**config.mk**
```make
export PLATFORM = sky130hd
export DESIGN_NAME = dsp_scan_ctrl
export DESIGN_NICKNAME = d
export VERILOG_FILES = /design/src/rtl/dsp_scan_pkg.sv /design/src/rtl/dsp_scan_cnt.sv /design/src/rtl/dsp_scan_ctrl.sv
export SDC_FILE = /design/constraint.sdc
export NUM_CORES = 1
export LEC_CHECK = 0
export BUFFER_PORTS_ARGS = -buffer_cell sky130_fd_sc_hd__buf_4
export CAP_MARGIN = 40
export CELL_PAD_IN_SITES_DETAIL_PLACEMENT = 1
export CELL_PAD_IN_SITES_GLOBAL_PLACEMENT = 1
export CORE_ASPECT_RATIO = 0.75
export CORE_UTILIZATION = 28
export DETAILED_ROUTE_END_ITERATION = 8
export PLACE_DENSITY = 0.87
export SYNTH_ARGS = -nofsm -noshare
export SYNTH_HDL_FRONTEND = slang
export SYNTH_HIERARCHICAL = 1
export SYNTH_SLANG_ARGS = --single-unit
```
**constraint.sdc**
```tcl
create_clock -name i_clock -period 1.9 [get_ports i_clock]
set_input_delay 0.095 -clock i_clock [delete_from_list [all_inputs] [get_ports i_clock]]
set_output_delay 0.095 -clock i_clock [all_outputs]
set_load 0.01 [all_outputs]
```
**src/rtl/dsp_scan_pkg.sv**
```systemverilog
// dsp_scan_pkg -- definitions shared by the DSP scan controller files.
// Contents:
//   scan_state_e  : controller FSM states (IDLE, PREP, SHIFT, FLUSH)
//   LANES_DEFAULT : default scan lane count (matches the DSP scan port width)
//   clog2()       : shift counter width for a given SHIFT_LEN
package dsp_scan_pkg;

  localparam int LANES_DEFAULT = 10;

  typedef enum logic [1:0] {
    ST_IDLE  = 2'd0,
    ST_PREP  = 2'd1,
    ST_SHIFT = 2'd2,
    ST_FLUSH = 2'd3
  } scan_state_e;

  // Ceil(log2(value)), never less than 1, so that SHIFT_LEN=1 still
  // gets a one-bit counter.
  function automatic int clog2(input int value);
    int w;
    w = 1;
    while ((1 << w) < value) begin
      w = w + 1;
    end
    return w;
  endfunction

endpackage

```
**src/rtl/dsp_scan_cnt.sv**
```systemverilog
// dsp_scan_cnt -- shift counter for the DSP scan controller.
// Counts accepted shifts from 0 up to SHIFT_LEN-1 and flags the last one.
// The counter saturates at SHIFT_LEN-1; it never wraps.
// Ports:
//   i_clock  : clock
//   i_reset  : synchronous active-high reset (count -> 0)
//   i_clear  : synchronous clear (asserted while preparing an operation)
//   i_inc    : one shift fired this cycle
//   o_last   : current count is SHIFT_LEN-1 (next shift is the final one)
module dsp_scan_cnt
  import dsp_scan_pkg::*;
#(
  parameter int SHIFT_LEN = 16
) (
  input  logic i_clock,
  input  logic i_reset,
  input  logic i_clear,
  input  logic i_inc,
  output logic o_last
);

  localparam int CW = clog2(SHIFT_LEN);

  logic [CW-1:0] r_count;
  logic          w_last;

  assign w_last = (r_count == CW'(SHIFT_LEN - 1));
  assign o_last = w_last;

  // Shift count register: clear, increment on a shift, hold at the last value.
  always_ff @(posedge i_clock) begin
    if (i_reset) begin
      r_count <= {CW{1'b0}};
    end else if (i_clear) begin
      r_count <= {CW{1'b0}};
    end else if (i_inc && !w_last) begin
      r_count <= r_count + CW'(1'b1);
    end else begin
      r_count <= r_count;
    end
  end

endmodule

```
**src/rtl/dsp_scan_ctrl.sv**
```systemverilog
// dsp_scan_ctrl -- drives a DSP scan chain: shifts SHIFT_LEN words from the
// wr stream into dsp_scan_i while capturing dsp_scan_o into the rd stream.
// Optional feature macro: DSP_SCAN_PARITY_EN (adds o_parity_err).
// Ports:
//   i_clock, i_reset           : clock, synchronous active-high reset
//   i_start                    : start pulse (honoured only when idle)
//   i_wr_data/i_wr_valid       : inbound words, o_wr_ready = consumed now
//   o_rd_data/o_rd_valid       : captured words, i_rd_ready = sink accepts
//   o_busy, o_done             : operation in progress / completion pulse
//   o_dsp_scan_i/i_dsp_scan_o  : DSP chain data in / out
//   o_dsp_scan_en              : DSP shift enable (only on shift cycles)
//   o_dsp_scan_mode            : high from the start cycle through done
//   o_dsp_scan_reset           : high in the single prepare cycle
//   o_parity_err               : (DSP_SCAN_PARITY_EN) lane parity check
module dsp_scan_ctrl
  import dsp_scan_pkg::*;
#(
  parameter int SHIFT_LEN = 16,
  parameter int LANES     = LANES_DEFAULT
) (
  input  logic             i_clock,
  input  logic             i_reset,
  input  logic             i_start,
  input  logic [LANES-1:0] i_wr_data,
  input  logic             i_wr_valid,
  output logic             o_wr_ready,
  output logic [LANES-1:0] o_rd_data,
  output logic             o_rd_valid,
  input  logic             i_rd_ready,
  output logic             o_busy,
  output logic             o_done,
  output logic [LANES-1:0] o_dsp_scan_i,
  input  logic [LANES-1:0] i_dsp_scan_o,
  output logic             o_dsp_scan_en,
  output logic             o_dsp_scan_mode,
  output logic             o_dsp_scan_reset
`ifdef DSP_SCAN_PARITY_EN
  ,
  output logic             o_parity_err
`endif
);

  scan_state_e      r_state;
  scan_state_e      w_state_nxt;
  logic [LANES-1:0] r_rd_data;
  logic             r_rd_valid;
  logic             r_done;
  logic             w_done_nxt;
  logic             w_fire;
  logic             w_rd_hs;
  logic             w_last;
  logic             w_clear;

  // A shift needs a word to consume and room in the rd register (either
  // empty or being drained this cycle). Gated by reset so nothing is
  // reported as consumed in the cycle the controller is being reset.
  assign w_fire  = (r_state == ST_SHIFT) && i_wr_valid &&
                   (!r_rd_valid || i_rd_ready) && !i_reset;
  assign w_rd_hs = r_rd_valid && i_rd_ready;
  assign w_clear = (r_state == ST_PREP);

  dsp_scan_cnt #(
    .SHIFT_LEN (SHIFT_LEN)
  ) u_cnt (
    .i_clock (i_clock),
    .i_reset (i_reset),
    .i_clear (w_clear),
    .i_inc   (w_fire),
    .o_last  (w_last)
  );

  // FSM state register.
  always_ff @(posedge i_clock) begin
    if (i_reset) begin
      r_state <= ST_IDLE;
    end else begin
      r_state <= w_state_nxt;
    end
  end

  // FSM next state and completion detect.
  always_comb begin
    w_state_nxt = r_state;
    w_done_nxt  = 1'b0;
    case (r_state)
      ST_IDLE: begin
        if (i_start) begin
          w_state_nxt = ST_PREP;
        end else begin
          w_state_nxt = ST_IDLE;
        end
      end
      ST_PREP: begin
        w_state_nxt = ST_SHIFT;
      end
      ST_SHIFT: begin
        if (w_fire && w_last) begin
          w_state_nxt = ST_FLUSH;
        end else begin
          w_state_nxt = ST_SHIFT;
        end
      end
      ST_FLUSH: begin
        // The final captured word is sitting in rd_data; leave once drained.
        if (w_rd_hs) begin
          w_state_nxt = ST_IDLE;
          w_done_nxt  = 1'b1;
        end else begin
          w_state_nxt = ST_FLUSH;
        end
      end
      default: begin
        w_state_nxt = ST_IDLE;
      end
    endcase
  end

  // Capture register: a shift loads the chain output; a drain without a
  // concurrent shift empties it. Done is registered from the FLUSH exit.
  always_ff @(posedge i_clock) begin
    if (i_reset) begin
      r_rd_data  <= {LANES{1'b0}};
      r_rd_valid <= 1'b0;
      r_done     <= 1'b0;
    end else begin
      r_done <= w_done_nxt;
      if (w_fire) begin
        r_rd_data  <= i_dsp_scan_o;
        r_rd_valid <= 1'b1;
      end else if (w_rd_hs) begin
        r_rd_data  <= r_rd_data;
        r_rd_valid <= 1'b0;
      end else begin
        r_rd_data  <= r_rd_data;
        r_rd_valid <= r_rd_valid;
      end
    end
  end

  assign o_wr_ready       = w_fire;
  assign o_dsp_scan_en    = w_fire;
  assign o_dsp_scan_i     = w_fire ? i_wr_data : {LANES{1'b0}};
  assign o_rd_data        = r_rd_data;
  assign o_rd_valid       = r_rd_valid;
  assign o_done           = r_done;
  assign o_busy           = (r_state != ST_IDLE);
  assign o_dsp_scan_reset = (r_state == ST_PREP);
  // Mode covers the accepting start cycle (still IDLE) and the done cycle
  // (already back in IDLE) in addition to every busy state.
  assign o_dsp_scan_mode  = (r_state != ST_IDLE) ||
                            (i_start && !i_reset) || r_done;

`ifdef DSP_SCAN_PARITY_EN
  logic [LANES-1:0] r_par_cap;
  logic [LANES-1:0] r_par_shf;
  logic             r_parity_err;

  // Per-lane parity of captured and shifted-in words for this operation.
  always_ff @(posedge i_clock) begin
    if (i_reset) begin
      r_par_cap <= {LANES{1'b0}};
      r_par_shf <= {LANES{1'b0}};
    end else if (w_clear) begin
      r_par_cap <= {LANES{1'b0}};
      r_par_shf <= {LANES{1'b0}};
    end else if (w_fire) begin
      r_par_cap <= r_par_cap ^ i_dsp_scan_o;
      r_par_shf <= r_par_shf ^ i_wr_data;
    end else begin
      r_par_cap <= r_par_cap;
      r_par_shf <= r_par_shf;
    end
  end

  // Parity verdict: produced alongside done, held until the next start.
  always_ff @(posedge i_clock) begin
    if (i_reset) begin
      r_parity_err <= 1'b0;
    end else if ((r_state == ST_IDLE) && i_start) begin
      r_parity_err <= 1'b0;
    end else if (w_done_nxt) begin
      r_parity_err <= |(r_par_cap ^ r_par_shf);
    end else begin
      r_parity_err <= r_parity_err;
    end
  end

  assign o_parity_err = r_parity_err;
`endif

endmodule

```
# Word level (Yosys, flattened, before mapping)
# Cells that the tools add are included.
# W data, S select, Z words.
# op_classes
n_div,0
n_eq_ne,4
multipliers,0
bitwise,1
n_mux,8
n_shift,0
magnitude_cmp,0
n_reduce_logical,18
addsub,1
# op_table
cell,n
$mux W10,1
$pmux W2 S4,1
$logic_and A1 B1 Y1,7
$mux W1,5
$add A4 B1 Y4 const B,1
$eq A2 B2 Y1 const B,2
$eq A4 B4 Y1 const B,1
$reduce_bool A2 Y1,2
$reduce_or A2 Y1,2
$logic_not A1 Y1,3
$logic_or A1 B1 Y1,3
$eq A2 B1 Y1 const B,1
$logic_not A2 Y1,1
$mux W2,1
$not A1 Y1,1
# totals
latchBits,0
out_inout_bits,27
mem_count,0
mem_bits_rw,0
in_bits,25
rom_bits,0
reg_bits,18
wordCells,37

# Longest topological paths before layout
# depth
word_depth,7
depth_mapped,6
mapped_depth_nobuf,5

# Modules after synthesis
# Netlist, hierarchy kept.
# modules_own_cells
mod,area_each_um2,cells_per_inst,instances,seq_area_each_um2
dsp_scan_ctrl,625.6,76,1,280.3
dsp_scan_cnt,211.5,22,1,80.1

# Worst setup path before layout
# Ideal clock, no wire load.
# synth_timing
path_type,register to register
from,reg r_state[1]
to,reg u_cnt.r_count[3]
path_stages_with_launch,7
period_less_slack_ns,1.420
setup_time_ns,0.130
path_buffers,1
slack_ns,0.480
arrival_time_ns,1.290
path_cell_list,dfxtp_1 > and4bb_1 > and2_4 > buf_6 > nand4_1 > o211ai_2 > o41ai_2
# synth_via
elab_chain_cells,5
elab_cells_between_ends,7
classes_between,eq/ne: 2; reduce/logical: 5
# synth_lines
item,line_no,source
start: declaration,dsp_scan_ctrl.sv:43,scan_state_e r_state;
start signal: assignment,dsp_scan_ctrl.sv:77,r_state <= w_state_nxt;
$eq A2 B2 Y1,dsp_scan_ctrl.sv:57,assign w_fire = (r_state == ST_SHIFT) && i_wr_valid &&
$logic_and A1 B1 Y1 (2 in series),dsp_scan_ctrl.sv:57,
$logic_and A1 B1 Y1,dsp_scan_ctrl.sv:58,(!r_rd_valid || i_rd_ready) && !i_reset;
named net o_dsp_scan_en,dsp_scan_ctrl.sv:34,"output logic o_dsp_scan_en,"
$logic_and A1 B1 Y1,dsp_scan_cnt.sv:36,end else if (i_inc && !w_last) begin
end signal: assignment,dsp_scan_cnt.sv:35,r_count <= {CW{1'b0}};
end signal: assignment,dsp_scan_cnt.sv:37,r_count <= r_count + CW'(1'b1);
end signal: assignment,dsp_scan_cnt.sv:39,r_count <= r_count;
end: declaration,dsp_scan_cnt.sv:24,logic [CW-1:0] r_count;
# The timed path passes the listed nets, and every way through them passes these cells.
# A chain may end at the register's enable or synchronous reset.

# Worst setup path in the final report
# layout_timing
from,reg r_state[1]
to,out o_dsp_scan_i[8]
# layout_via
elab_chain_cells,5
# layout_lines
item,line_no,source
$eq A2 B2 Y1,dsp_scan_ctrl.sv:57,
$logic_and A1 B1 Y1 (2 in series),dsp_scan_ctrl.sv:57,
$logic_and A1 B1 Y1,dsp_scan_ctrl.sv:58,
$mux W10,dsp_scan_ctrl.sv:142,assign o_dsp_scan_i = w_fire ? i_wr_data : {LANES{1'b0}};
end: declaration,dsp_scan_ctrl.sv:32,"output logic [LANES-1:0] o_dsp_scan_i,"
# No other way between the ends.

==> impl_metrics.csv <==
group,metric,value,unit
clock_network,clk_transition_reported_paths,0.07,ns
die,die_w,65.1,microns
timing,worst_slew_pin_slew,0.394,ns
status,status,"finished, final reports clean",
clock_network,cts_setup_buffers,0,
finish,drive_above_1_share,43.2,%
logic_synthesis,synth-seq-cells,18,
finish,design_area,1290,sq um
clock_network,cts_inserted_buffers,3,
finish,multiInputGateArea,425,sq um
drt,drc,0,
drt,first_pass_iters,4,
power_and_ir_drop,p_per_area,646,nW/um^2
worst_hold_path,min_path_type,"in2reg",
worst_setup_path,crit_path_max_fanout,20,
timing,rsz0062_at_grt,"false",
die,rows,16,
finish,utilization,47.6,%
drt,wl_per_cell,14.4,microns
grt,first_global_vias,881,
clock_network,cts_tree,"done",
finish,syn2layout_area_growth,54.7,%
finish,nNetsFinal,175,
logic_synthesis,syn-num-nets,124,
clock_network,clock_tree.root_cell,"clkbuf_8",
worst_setup_path,r2r_start,"r_state[1]$_SDFF_PP0_",
clock_network,htree_levels,1,
worst_setup_path,worstSetupStartpointType,"flip-flop",
worst_setup_path,cp_slowest_cell,"dfxtp_1",
grt,grt_use_total,17.5,%
drt,drt_iter0_markers,41,
clock_network,clock_sinks,18,
finish,final_common_cell,"buf_4",
clock_network,postCtsHoldBufs,0,
grt,antenna_found_initial,0,
worst_setup_path,crit_family,"simple AND/OR/NAND/NOR gates",
clock_network,clock_latency,0.25,ns
job,cap_violations,0,
place,io_buffers,51,
die,die_area,3210,sq um
grt,met1_usage,22.1,%
drt,drt_wl_total,2660,microns
place,gp_congestion,0.762,
worst_setup_path,r2r_cells,5,
die,die_y,49.4,microns
worst_setup_path,cp-startpoint,"r_state[1]$_SDFF_PP0_",
worst_setup_path,cp_cell_sequence,"and4bb_1 -> buf_4 -> and3_1 -> buf_4",
worst_setup_path,worst-path-buf-inv,2,
finish,layout_common_cells,"buf_4, dfxtp_1, nand2_1",
clock_network,cts_resized,0,
timing,tns,0,ns
worst_setup_path,path_class,"reg2out",
timing,drv_slew,0,
worst_setup_path,r2r-end,"u_cnt/r_count[3]$_SDFFE_PP0P_",
die,initial_core_util,30.7,%
logic_synthesis,yosys_warnings,6,
timing,setup_viol,0,
grt,gr-usage-met2,30.4,%
grt,grt_max_degree,22,
power_and_ir_drop,irDropWorstVdd,0.000420,V
finish,antenna_cells,0,
power_and_ir_drop,leakagePower,0.000638,uW
worst_setup_path,r2r_setup_slack,0.42,ns
worst_setup_path,crit_end,"o_dsp_scan_i[8]",
timing,min_period,1.55,ns
grt,overflow,0,
timing,fin_skew,0.00196,ns
grt,grt-busiest-layer,"met2",
drt,ant_nets,0,
timing,timing.final.hold_violations,0,
timing,fin_crit_sh,81.7,%
finish,regArea,360,sq um
drt,dr_total_vias,889,
clock_network,clockBufferDepth,2,
worst_setup_path,cp_num_cells,4,
worst_setup_path,crit_path_end_kind,"output pin",
logic_synthesis,syn_area,837,sq um
place,place_area,1240,sq um
place,dpl.hpwl,2040,microns
worst_setup_path,cp_data_required_time,1.80,ns
worst_setup_path,cp_common_cell,"buf_4",
finish,fillers,347,
die,coreArea,2720,sq um
grt,grt_pass1_wl,4310,microns
worst_setup_path,slowest_delay,0.40,ns
worst_setup_path,cp.arrival,1.46,ns
logic_synthesis,seq_area_frac_synth,43.0,%
timing,clock.fmax,644,MHz
timing,relSlewSlack,73.7,%
die,num_io_pins,52,
drt,vias_per_cell,4.83,
logic_synthesis,synth_cell_types,34,
logic_synthesis,netlist_instances,98,
logic_synthesis,synth.avg_cell_area,8.54,sq um
power_and_ir_drop,power,836,uW
grt,use_met3,4.67,%
## cells in the mapped netlist (all sizes together)
| library cell | n | area [sq um] |
|---|---|---|
| nor2 | 2 | 7.51 |
| nor3b | 1 | 7.51 |
| nand3 | 12 | 65.1 |
| o211a | 1 | 10.0 |
| a21boi | 1 | 7.51 |
| nor2b | 1 | 6.26 |
| o2bb2ai | 1 | 8.76 |
| nand2 | 14 | 52.6 |
| buf | 4 | 28.8 |
| nor3 | 1 | 5.00 |
| nand4b | 2 | 17.5 |
| o211ai | 2 | 20.0 |
| o41ai | 1 | 16.3 |
| dfxtp | 18 | 360 |
| nand4 | 1 | 6.26 |
| and4bb | 1 | 12.5 |
| a211o | 1 | 8.76 |
| or2 | 1 | 6.26 |
| inv | 3 | 11.3 |
| nand2b | 1 | 6.26 |
| o21bai | 1 | 7.51 |
| a31oi | 1 | 6.26 |
| and2 | 1 | 8.76 |
| ha | 1 | 12.5 |
| a21oi | 1 | 5.00 |
| o21ai | 11 | 58.8 |
| clkbuf | 3 | 11.3 |
| and3 | 10 | 62.6 |
## tightest hold or removal path: stages
cell     delay [ns]
buf_4          0.08
nand3_1        0.05
o21ai_1        0.06
## stage by stage
step,hold WS (ns),worst slack (ns),cells
after global routing,0.0767,0.231,184
after global placement,0.323,0.490,180
after CTS,0.0690,0.334,184
final,0.0663,0.347,184
after floorplan,0.173,0.480,98
after detailed placement,0.331,0.419,180
## where the power goes
| group | total, uW | internal [uW] | switching, uW |
|---|---|---|---|
| logic | 127 | 71.7 | 55.0 |
| clock network | 312 | 184 | 127 |
| registers | 398 | 389 | 9.01 |
| total | 836 | 645 | 192 |
## area by class of cell
type / instances / share of cell area (%)
clock buffers: 4 / 4.25
inverters: 3 / 0.870
multi-input cells: 70 / 32.9
flip-flops and latches: 18 / 27.8
well taps: 36 / 3.48
repair buffers: 53 / 30.7
## how the worst min path moves through the flow
| stage | start | depth (start not counted) | end | slack (ns) |
|---|---|---|---|---|
| 2_1_floorplan | i_reset | 1 | o_done$_SDFF_PP0_ | 0.17 |
| 3_3_place_gp | i_dsp_scan_o[9] | 3 | o_rd_data[9]$_SDFFE_PP0P_ | 0.32 |
| 3_5_place_dp | i_dsp_scan_o[2] | 3 | o_rd_data[2]$_SDFFE_PP0P_ | 0.33 |
| 4_1_cts | i_dsp_scan_o[2] | 3 | o_rd_data[2]$_SDFFE_PP0P_ | 0.07 |
| 5_1_grt | i_dsp_scan_o[2] | 3 | o_rd_data[2]$_SDFFE_PP0P_ | 0.08 |
| 6_report | i_dsp_scan_o[2] | 3 | o_rd_data[2]$_SDFFE_PP0P_ | 0.07 |
## flip-flops by register name (all words and copies together), names as in the netlist
name and cells:
o_done 1, o_rd_data 10, o_rd_valid 1, r_state 2, u_cnt/r_count 4
## routing by layer
metal / wire length [microns] / share of wire [%] / up-vias
met2: 1320 / 50 / 20
met5: 0 / 0 / -
li1: - / - / 451
met3: 140 / 5.3 / 3
met4: 10 / 0.38 / 0
met1: 1180 / 44 / 415
## cell families (layout without fill, tap and decap cells)
logic type               after synthesis  count (layout)  synth area share (%)
AO/OA/AOI/OAI                         21              21                  17.8
buffers and inverters                 10              60                  6.13
adder cells (fa/ha/maj)                1               1                  1.49
flip-flops                            18              18                  43.0
AND/OR/NAND/NOR                       48              48                  31.5
No activity file was read; power rests on OpenSTA's default activity.
